--- src/rtl/inst_rom_loader_if.sv ---
// Byte-stream input and instruction-RAM write port of the boot loader.
// master = host / byte source side, slave = inst_rom_loader.
interface inst_rom_loader_if #(
  parameter int ADDR_WIDTH = 32
);
  logic [7:0]            in_data;
  logic                  in_valid;
  logic                  in_ready;
  logic                  ram_we;
  logic [ADDR_WIDTH-1:0] ram_waddr;
  logic [31:0]           ram_wdata;

  modport master (
    output in_data, in_valid,
    input  in_ready, ram_we, ram_waddr, ram_wdata
  );

  modport slave (
    input  in_data, in_valid,
    output in_ready, ram_we, ram_waddr, ram_wdata
  );
endinterface

--- src/rtl/inst_rom_loader.sv ---
// Boot-time instruction RAM writer: little-endian byte stream -> 32-bit word writes,
// holding the core in reset until loaded. Define LOADER_CHECKSUM_EN for a trailing checksum.
module inst_rom_loader #(
  parameter int          ADDR_WIDTH = 32,
  parameter logic [31:0] BASE_ADDR  = 32'h0000_0000,
  parameter int          MAX_WORDS  = 1024,
  parameter int          CNT_WIDTH  = 11
) (
  input  logic                 clk,
  input  logic                 rst,
  inst_rom_loader_if.slave     bus,
  output logic                 core_hold,
  output logic                 load_done,
  output logic                 load_err,
  output logic [CNT_WIDTH-1:0] word_cnt
);

  typedef enum logic [2:0] {
    S_LEN,
    S_DATA,
`ifdef LOADER_CHECKSUM_EN
    S_SUM,
`endif
    S_DONE,
    S_ERR
  } state_t;

  localparam logic [ADDR_WIDTH-1:0] BASE_A  = ADDR_WIDTH'(BASE_ADDR);
  localparam logic [31:0]           MAX_W32 = 32'(MAX_WORDS);

  state_t               state;
  logic [1:0]           lane;
  logic [23:0]          byte_buf;
  logic [CNT_WIDTH-1:0] n_words;
  logic [31:0]          word_full;
  logic                 accept;
  logic                 word_done;
`ifdef LOADER_CHECKSUM_EN
  logic [31:0]          sum_acc;
`endif

  // Gated by rst so nothing is accepted while the block is held in reset.
`ifdef LOADER_CHECKSUM_EN
  assign bus.in_ready = rst && (state == S_LEN || state == S_DATA || state == S_SUM);
`else
  assign bus.in_ready = rst && (state == S_LEN || state == S_DATA);
`endif

  assign accept    = bus.in_valid && bus.in_ready;
  assign word_done = accept && (lane == 2'd3);
  assign word_full = {bus.in_data, byte_buf};

  always_ff @(posedge clk) begin
    if (!rst) begin
      state         <= S_LEN;
      lane          <= 2'd0;
      byte_buf      <= 24'd0;
      n_words       <= '0;
      bus.ram_we    <= 1'b0;
      bus.ram_waddr <= BASE_A;
      bus.ram_wdata <= 32'd0;
      core_hold     <= 1'b1;
      load_done     <= 1'b0;
      load_err      <= 1'b0;
      word_cnt      <= '0;
`ifdef LOADER_CHECKSUM_EN
      sum_acc       <= 32'd0;
`endif
    end else begin
      bus.ram_we <= 1'b0;
      if (accept) begin
        lane <= lane + 2'd1;
        case (lane)
          2'd0:    byte_buf[7:0]   <= bus.in_data;
          2'd1:    byte_buf[15:8]  <= bus.in_data;
          2'd2:    byte_buf[23:16] <= bus.in_data;
          default: ;
        endcase
      end
      if (word_done) begin
        case (state)
          S_LEN: begin
            if (word_full == 32'd0) begin
`ifdef LOADER_CHECKSUM_EN
              state     <= S_SUM;
`else
              state     <= S_DONE;
              load_done <= 1'b1;
              core_hold <= 1'b0;
`endif
            end else if (word_full > MAX_W32) begin
              state    <= S_ERR;
              load_err <= 1'b1;
            end else begin
              state    <= S_DATA;
              n_words  <= word_full[CNT_WIDTH-1:0];
              word_cnt <= '0;
            end
          end
          S_DATA: begin
            // Strobe registers at the same edge as the 4th byte: one-cycle latency.
            bus.ram_we    <= 1'b1;
            bus.ram_waddr <= BASE_A + (ADDR_WIDTH'(word_cnt) << 2);
            bus.ram_wdata <= word_full;
            word_cnt      <= word_cnt + 1'b1;
`ifdef LOADER_CHECKSUM_EN
            sum_acc       <= sum_acc + word_full;
`endif
            if (word_cnt == n_words - 1'b1) begin
`ifdef LOADER_CHECKSUM_EN
              state     <= S_SUM;
`else
              state     <= S_DONE;
              load_done <= 1'b1;
              core_hold <= 1'b0;
`endif
            end
          end
`ifdef LOADER_CHECKSUM_EN
          S_SUM: begin
            if (word_full == sum_acc) begin
              state     <= S_DONE;
              load_done <= 1'b1;
              core_hold <= 1'b0;
            end else begin
              state    <= S_ERR;
              load_err <= 1'b1;
            end
          end
`endif
          default: ;
        endcase
      end
    end
  end

endmodule

--- src/flat_wrapper.sv ---
// flat-port wrapper written by rule: the top's interface ports become plain ports
module inst_rom_loader_flat 
#(
  parameter int          ADDR_WIDTH = 32,
  parameter logic [31:0] BASE_ADDR  = 32'h0000_0000,
  parameter int          MAX_WORDS  = 1024,
  parameter int          CNT_WIDTH  = 11
)
  (clk, rst, core_hold, load_done, load_err, word_cnt, bus_in_data, bus_in_valid, bus_in_ready, bus_ram_we, bus_ram_waddr, bus_ram_wdata);
  inst_rom_loader_if #(.ADDR_WIDTH(ADDR_WIDTH)) bus_i ();
  input  logic clk;
  input  logic rst;
  output logic core_hold;
  output logic load_done;
  output logic load_err;
  output logic [CNT_WIDTH-1:0] word_cnt;
  input wire logic [$bits(bus_i.in_data)-1:0] bus_in_data;
  input wire logic [$bits(bus_i.in_valid)-1:0] bus_in_valid;
  output wire logic [$bits(bus_i.in_ready)-1:0] bus_in_ready;
  output wire logic [$bits(bus_i.ram_we)-1:0] bus_ram_we;
  output wire logic [$bits(bus_i.ram_waddr)-1:0] bus_ram_waddr;
  output wire logic [$bits(bus_i.ram_wdata)-1:0] bus_ram_wdata;
  assign bus_i.in_data = bus_in_data;
  assign bus_i.in_valid = bus_in_valid;
  assign bus_in_ready = bus_i.in_ready;
  assign bus_ram_we = bus_i.ram_we;
  assign bus_ram_waddr = bus_i.ram_waddr;
  assign bus_ram_wdata = bus_i.ram_wdata;
  inst_rom_loader #(.ADDR_WIDTH(ADDR_WIDTH), .BASE_ADDR(BASE_ADDR), .MAX_WORDS(MAX_WORDS), .CNT_WIDTH(CNT_WIDTH)) u_core (.clk(clk), .rst(rst), .bus(bus_i), .core_hold(core_hold), .load_done(load_done), .load_err(load_err), .word_cnt(word_cnt));
endmodule
--- config.mk ---
export PLATFORM = sky130hd
export DESIGN_NAME = inst_rom_loader_flat
export DESIGN_NICKNAME = d
export VERILOG_FILES = /design/src/rtl/inst_rom_loader_if.sv /design/src/rtl/inst_rom_loader.sv /design/src/flat_wrapper.sv
export SDC_FILE = /design/constraint.sdc
export NUM_CORES = 1
export LEC_CHECK = 0
export BUFFER_PORTS_ARGS = -buffer_cell sky130_fd_sc_hd__buf_2
export CORE_ASPECT_RATIO = 0.8
export CORE_MARGIN = 4
export CORE_UTILIZATION = 55
export DETAILED_ROUTE_END_ITERATION = 10
export HOLD_SLACK_MARGIN = 0.12
export PLACE_DENSITY = 0.8
export SLEW_MARGIN = 10
export SYNTH_ARGS = -nofsm -noshare
export SYNTH_HDL_FRONTEND = slang
export SYNTH_SLANG_ARGS = --single-unit
--- constraint.sdc ---
create_clock -name clk -period 2.4 [get_ports clk]
set_input_delay 0.24 -clock clk [delete_from_list [all_inputs] [get_ports clk]]
set_output_delay 0.24 -clock clk [all_outputs]
set_load 0.005 [all_outputs]
==> results of run 1 <==
[path summary, 6_finish.rpt]
check / from / to / slack [ps] / cells past startpoint
hold reg to reg: u_core.bus.ram_waddr[4] / u_core.bus.ram_waddr[4] / 460 / 2
hold / removal: bus_in_data[2] / u_core.byte_buf[2] / 170 / 3
setup reg to reg: u_core.byte_buf[5] / u_core.word_cnt[9] / 90 / 7
setup / recovery: u_core.byte_buf[5] / u_core.word_cnt[9] / 90 / 7
[power by group through the flow]
| stage | Combinational [mW] | Clock, mW | Sequential, mW |
|---|---|---|---|
| 6_report | 0.160 | 0.951 | 1.64 |
| 5_1_grt | 0.183 | 1.04 | 1.64 |
| 4_1_cts | 0.161 | 0.979 | 1.64 |
| 3_5_place_dp | 0.160 | 0 | 1.68 |
| 3_3_place_gp | 0.158 | 0 | 1.68 |
| 2_1_floorplan | 0.139 | 0 | 1.68 |
[state kept, by name, indices dropped and copies added (netlist names)]
signal,flops
u_core.bus.ram_waddr,11
u_core.bus.ram_wdata,32
u_core.bus.ram_we,1
u_core.byte_buf,24
u_core.core_hold,1
u_core.lane,2
u_core.load_done,1
u_core.load_err,1
u_core.n_words,11
u_core.state,2
u_core.word_cnt,11
[synth_stat cells (2+ instances only)]
master and count:
nand2_1 146, dfxtp_1 97, a21boi_0 67, buf_4 23
clkbuf_1 18, nor2b_1 16, nor2_1 14, xnor2_1 13
mux2i_1 11, nor3_1 9, a21oi_1 8, inv_1 8
xor2_1 8, nand3_1 7, o21ai_0 7, ha_1 6
and2_1 5, buf_2 5, nor4_1 5, or3_1 4
nand4_1 3, a41o_1 2, buf_6 2, nand2b_1 2
nor3b_1 2, nor4_4 2, o21a_1 2, o31a_1 2
o31ai_1 2, or4_1 2
[cells by family after synthesis]
| family | Yosys count | share of synthesized area, % |
|---|---|---|
| AND/OR/NAND/NOR | 227 | 24.27 |
| AO/OA/AOI/OAI | 97 | 16.31 |
| flip-flops | 97 | 43.64 |
| buffers and inverters | 56 | 7.143 |
| XOR/XNOR | 21 | 4.134 |
| multiplexers | 12 | 2.728 |
| adder cells (fa/ha/maj) | 6 | 1.687 |
| other | 1 | 0.08428 |
[worst max-delay path, cell delays in order (launching register included)]
cell     delay [ps]
dfxtp_1         370
nor4_4          390
a31oi_2         200
o41ai_4         350
buf_4           210
nand3_1         160
or3_1           390
a21oi_1         180
[layer usage]
layer | wire length, um | GRT usage, % | vias to the layer above
li1 | - | - | 1810
met1 | 4650 | 28.51 | 1684
met2 | 4387 | 34.27 | 119
met3 | 709 | 5.908 | 17
met4 | 107 | 4.817 | 0
met5 | 0 | 0 | -
[layout make-up]
class                   instances  area share, %
multi-input cells             384          46.06
clock inverters                 6         0.8420
repair buffers                 81          8.866
inverters                       8         0.5944
flip-flops and latches         97          38.43
well taps                     108          2.675
clock buffers                  10          2.526
[repair_timing]
action                                  CTS  global route
endpoints found under the setup margin    4             4
resized for setup                         3             9
pin swaps                                 0             3
setup buffers                             0             0
==> flow_summary.ini, run 1 <==
[floorplan]
dieArea_um2 = 9602
core_um2 = 7910
rows = 29
die_w_um = 108.6
dieHeight_um = 88.45
initial_utilization_pct = 56.25
num_io_pins = 91

[synth]
synth.distinct_cells = 49
synthCells = 517
ys_seq_area_share_pct = 43.64
synth-edff-count = 0
synth.avg_cell_area_um2 = 8.606
async_flop_share_pct = 0
yosys.area.top_type = dfxtp_1
synth-seq-cells = 97
netlist_area_um2 = 4449
yosysWarnings = 0
synthTopCellsByArea = dfxtp_1, nand2_1, a21boi_0, buf_4, xnor2_1
yosys.area.top_type_share_pct = 43.64
ys_dominant_reg_cell = dfxtp_1

[global_route]
grt_first_pass_wirelength_um = 16160
grt_pass1_vias = 3423
antenna_found_initial = 0
globalRouteOverflowTotal = 0
grt_util_all_layers_pct = 21.20
grt_max_degree = 90

[layout]
multiInputGateArea_um2 = 2327
seq_area_um2 = 1942
finalNonFillerCells = 694
n_antenna_cell = 0
fin_area_um2 = 5052
nFillCells = 705
post-route-util_pct = 63.87
layout_common_cells = nand2_1, dfxtp_1, buf_2
syn2layout_area_growth_pct = 13.55
drive_gt1_share_pct = 19.80
layout_commonest_cell = nand2_1
finalNetCount = 598

[worst_setup_path]
worstSetupPathType = register to register
worstPathArrival_ps = 2600
worstSetupEndpointType = register
worstPathMaxFanout = 7
cp-start-kind = register
cp.required_ps = 2690

[placement]
placedInstanceArea_um2 = 4820
pre_cts_ws_ps = -71.63
routabilityCongestion = 0.8429
io_buffers = 69
dp_hpwl_um = 6962
place_inst = 678

[timing]
period_needed_ps = 2312
slew_viol_final = 0
fin_setup_tns_ps = 0
fin_ws_ps = 87.76
setup_viol = 0
holdWs_ps = 172.4
final.setup_skew_ps = 13.03
timing.fmax_mhz = 432.5
finalCritPeriodShare_pct = 96.34
grt_setup_unrepaired = false
relSlewSlack_pct = 54.18
tightest_slew_ps = 687.3
finalHoldViolations = 0

[clocking]
clk_pin_slew_ps = 100
clkSinkCount = 97
cts.path.max_buffers = 2
cts_tree = yes
cts_buffers = 9
clk_latency_ps = 360
htree_levels = 3
cts_hold_buf = 0
cts_root_buffer = clkbuf_8

[min_path]
hold_path_class = input port to register

[pwr]
p_clk_share_pct = 34.6
cellInternalPower_mw = 2.071
p_total_mw = 2.752
powerDensity_nw_per_um2 = 544.8
p_leak_nw = 2.082
ir_drop_mv = 0.3708
sequentialPowerShare_pct = 59.6
switching_share_pct = 24.76
combPwrFrac_pct = 5.8
p_switching_mw = 0.6814

[routing]
wl_per_cell_um = 14.20
ant_nets = 0
firstDrtPassIters = 4
dr_total_vias = 3630
wl_um = 9854
drc = 0
vias_per_cell = 5.231
drt_iter0_drc = 214

[status]
outcome = finished clean

[flow_run]
max_cap_viol_count = 0
Note: power is estimated with default switching activity, not from simulation.
==> run 2, diff against run 1 <==
--- a/config.mk
+++ b/config.mk
@@ -11,6 +11,7 @@
 export CORE_UTILIZATION = 55
 export DETAILED_ROUTE_END_ITERATION = 10
 export HOLD_SLACK_MARGIN = 0.12
+export MAX_ROUTING_LAYER = met4
 export PLACE_DENSITY = 0.8
 export SLEW_MARGIN = 10
 export SYNTH_ARGS = -nofsm -noshare
==> constraint.sdc (replaced) <==
create_clock -name clk -period 2.4 [get_ports clk]
set_input_delay 0.48 -clock clk [delete_from_list [all_inputs] [get_ports clk]]
set_output_delay 0.48 -clock clk [all_outputs]
set_load 0.005 [all_outputs]
==> flow_summary.ini, run 2 (same netlist as run 1, synthesis figures left out) <==
[worst_setup_path]
worstPathMaxFanout = 4
worstSetupPathType = register to register
path_cells = inv_1 -> ha_2 -> or4b_2 -> o21ai_1 -> o311ai_1 -> nand3_1 -> nor3_1 -> buf_4 -> o31ai_1
crit_buf_inv = 2
cp_slowest_cell = or4b_2
worstPathArrival_ps = 2590
crit_family = simple AND/OR/NAND/NOR gates
cp-start-kind = register
worstSetupEndpointType = register
cp.required_ps = 2670
max_stage_delay_ps = 650

[clocking]
cts_root_buffer = clkbuf_8
cts_buffers = 9
cts.path.max_buffers = 2
cts_hold_buf = 0
cts_tree = yes
htree_levels = 3
clk_pin_slew_ps = 90
clk_latency_ps = 360
clkSinkCount = 97

[global_route]
globalRouteOverflowTotal = 0
grt_util_all_layers_pct = 23.20
grt_first_pass_wirelength_um = 16860
antenna_found_initial = 0
grt_max_degree = 90
grt_pass1_vias = 3448

[routing]
firstDrtPassIters = 5
dr_total_vias = 3687
wl_um = 10310
drt_iter0_drc = 211
wl_per_cell_um = 14.81
vias_per_cell = 5.297
ant_nets = 0
drc = 0

[placement]
place_inst = 679
routabilityCongestion = 0.8135
io_buffers = 69
dp_hpwl_um = 7279

[layout]
reg_top3 = u_core.bus.ram_wdata: 32 flops, u_core.byte_buf: 24 flops
finalNetCount = 600
regMostFlops = u_core.bus.ram_wdata
largest_reg_flops = 32
drive_gt1_share_pct = 19.56
n_antenna_cell = 0
layout_common_cells = nand2_1, dfxtp_1, buf_2
finalNonFillerCells = 696
layout_commonest_cell = nand2_1
syn2layout_area_growth_pct = 13.47

[pwr]
ir_drop_mv = 0.4206
powerDensity_nw_per_um2 = 587.2
p_leak_nw = 2.091
p_total_mw = 2.965

[floorplan]
core_um2 = 7910
rows = 29
dieHeight_um = 88.45
num_io_pins = 91
initial_utilization_pct = 56.25
die_w_um = 108.6
dieArea_um2 = 9602

[timing]
finalHoldViolations = 0
slew_viol_final = 0
finalCritPeriodShare_pct = 96.70
relSlewSlack_pct = 54.39
setup_viol = 0
period_needed_ps = 2321
final.setup_skew_ps = 10.36
timing.fmax_mhz = 430.9
tightest_slew_ps = 684.2

[flow_run]
max_cap_viol_count = 0

[status]
outcome = finished clean

[min_path]
hold_path_class = input port to register
-- run 2: cell types whose count changed in the layout (fill, tap and decap cells not counted), sizes merged --
| cell | previous run | this run |
|---|---|---|
| inv | 10 | 8 |
| bufinv | 0 | 2 |
| clkbuf | 10 | 9 |
| clkinv | 2 | 4 |
| clkinvlp | 2 | 1 |
| buf | 81 | 83 |
-- run 2: cell type report --
| class | count | area (um^2) |
|---|---|---|
| fill | 696 | 2861 |
| multi-input combinational | 384 | 2272 |
| sequential | 97 | 1942 |
| timing repair buffer | 83 | 450.4 |
| tap | 108 | 135.1 |
| clock buffer | 9 | 123.9 |
| clock inverter | 7 | 95.09 |
| inverter | 8 | 30.03 |
-- run 2: power by group --
group          total, mW  internal [mW]  switching [mW]
Clock               1.16          0.587           0.573
Combinational      0.159         0.0661          0.0931
Sequential          1.65           1.62          0.0215
-- run 2: path summary, 6_finish.rpt --
| check | start | end | slack, ps | depth (start not counted) |
|---|---|---|---|---|
| hold reg to reg | u_core.bus.ram_wdata[11] | u_core.bus.ram_wdata[11] | 460 | 2 |
| setup reg to reg | u_core.n_words[0] | u_core.core_hold | 80 | 9 |
| hold / removal | bus_in_data[7] | u_core.byte_buf[23] | 410 | 3 |
| setup / recovery | u_core.n_words[0] | u_core.core_hold | 80 | 9 |
-- run 2: timing repair --
item,4_1_cts,5_1_grt
resized for setup,0,4
buffers inserted,0,1
setup endpoints to repair,0,5
endpoints found under the hold margin,0,0
-- run 2: routing by layer --
layer / vias to the layer above / global-route usage [%] / wire length (um)
met5: - / - / 0
met1: 1717 / 30.70 / 4724
li1: 1815 / - / -
met2: 140 / 35.33 / 4722
met4: 0 / 5.619 / 130
met3: 15 / 6.492 / 728
-- run 2: worst reg2reg max path, stage by stage (launching register included) --
cell	delay [ps]
dfxtp_1	360
inv_1	80
ha_2	210
or4b_2	650
o21ai_1	170
o311ai_1	120
nand3_1	140
nor3_1	60
buf_4	140
o31ai_1	280
-- run 2: per-stage QoR --
step / hold WS [ps] / instance area [um^2] / TNS, ps / setup slack (ps) / util, %
detailed placement: 455.1 / 4815 / -60.57 / -60.57 / 60.87
CTS: 391.7 / 5034 / 0 / 6.656 / 63.63
finish: 411.2 / 5049 / 0 / 79.29 / 63.82
floorplan: 454.0 / 4524 / 0 / 213.9 / -
global placement: 448.4 / 4815 / -5.782 / -5.782 / 60.87
global route: 394.5 / 5049 / -31.55 / -23.17 / 63.82
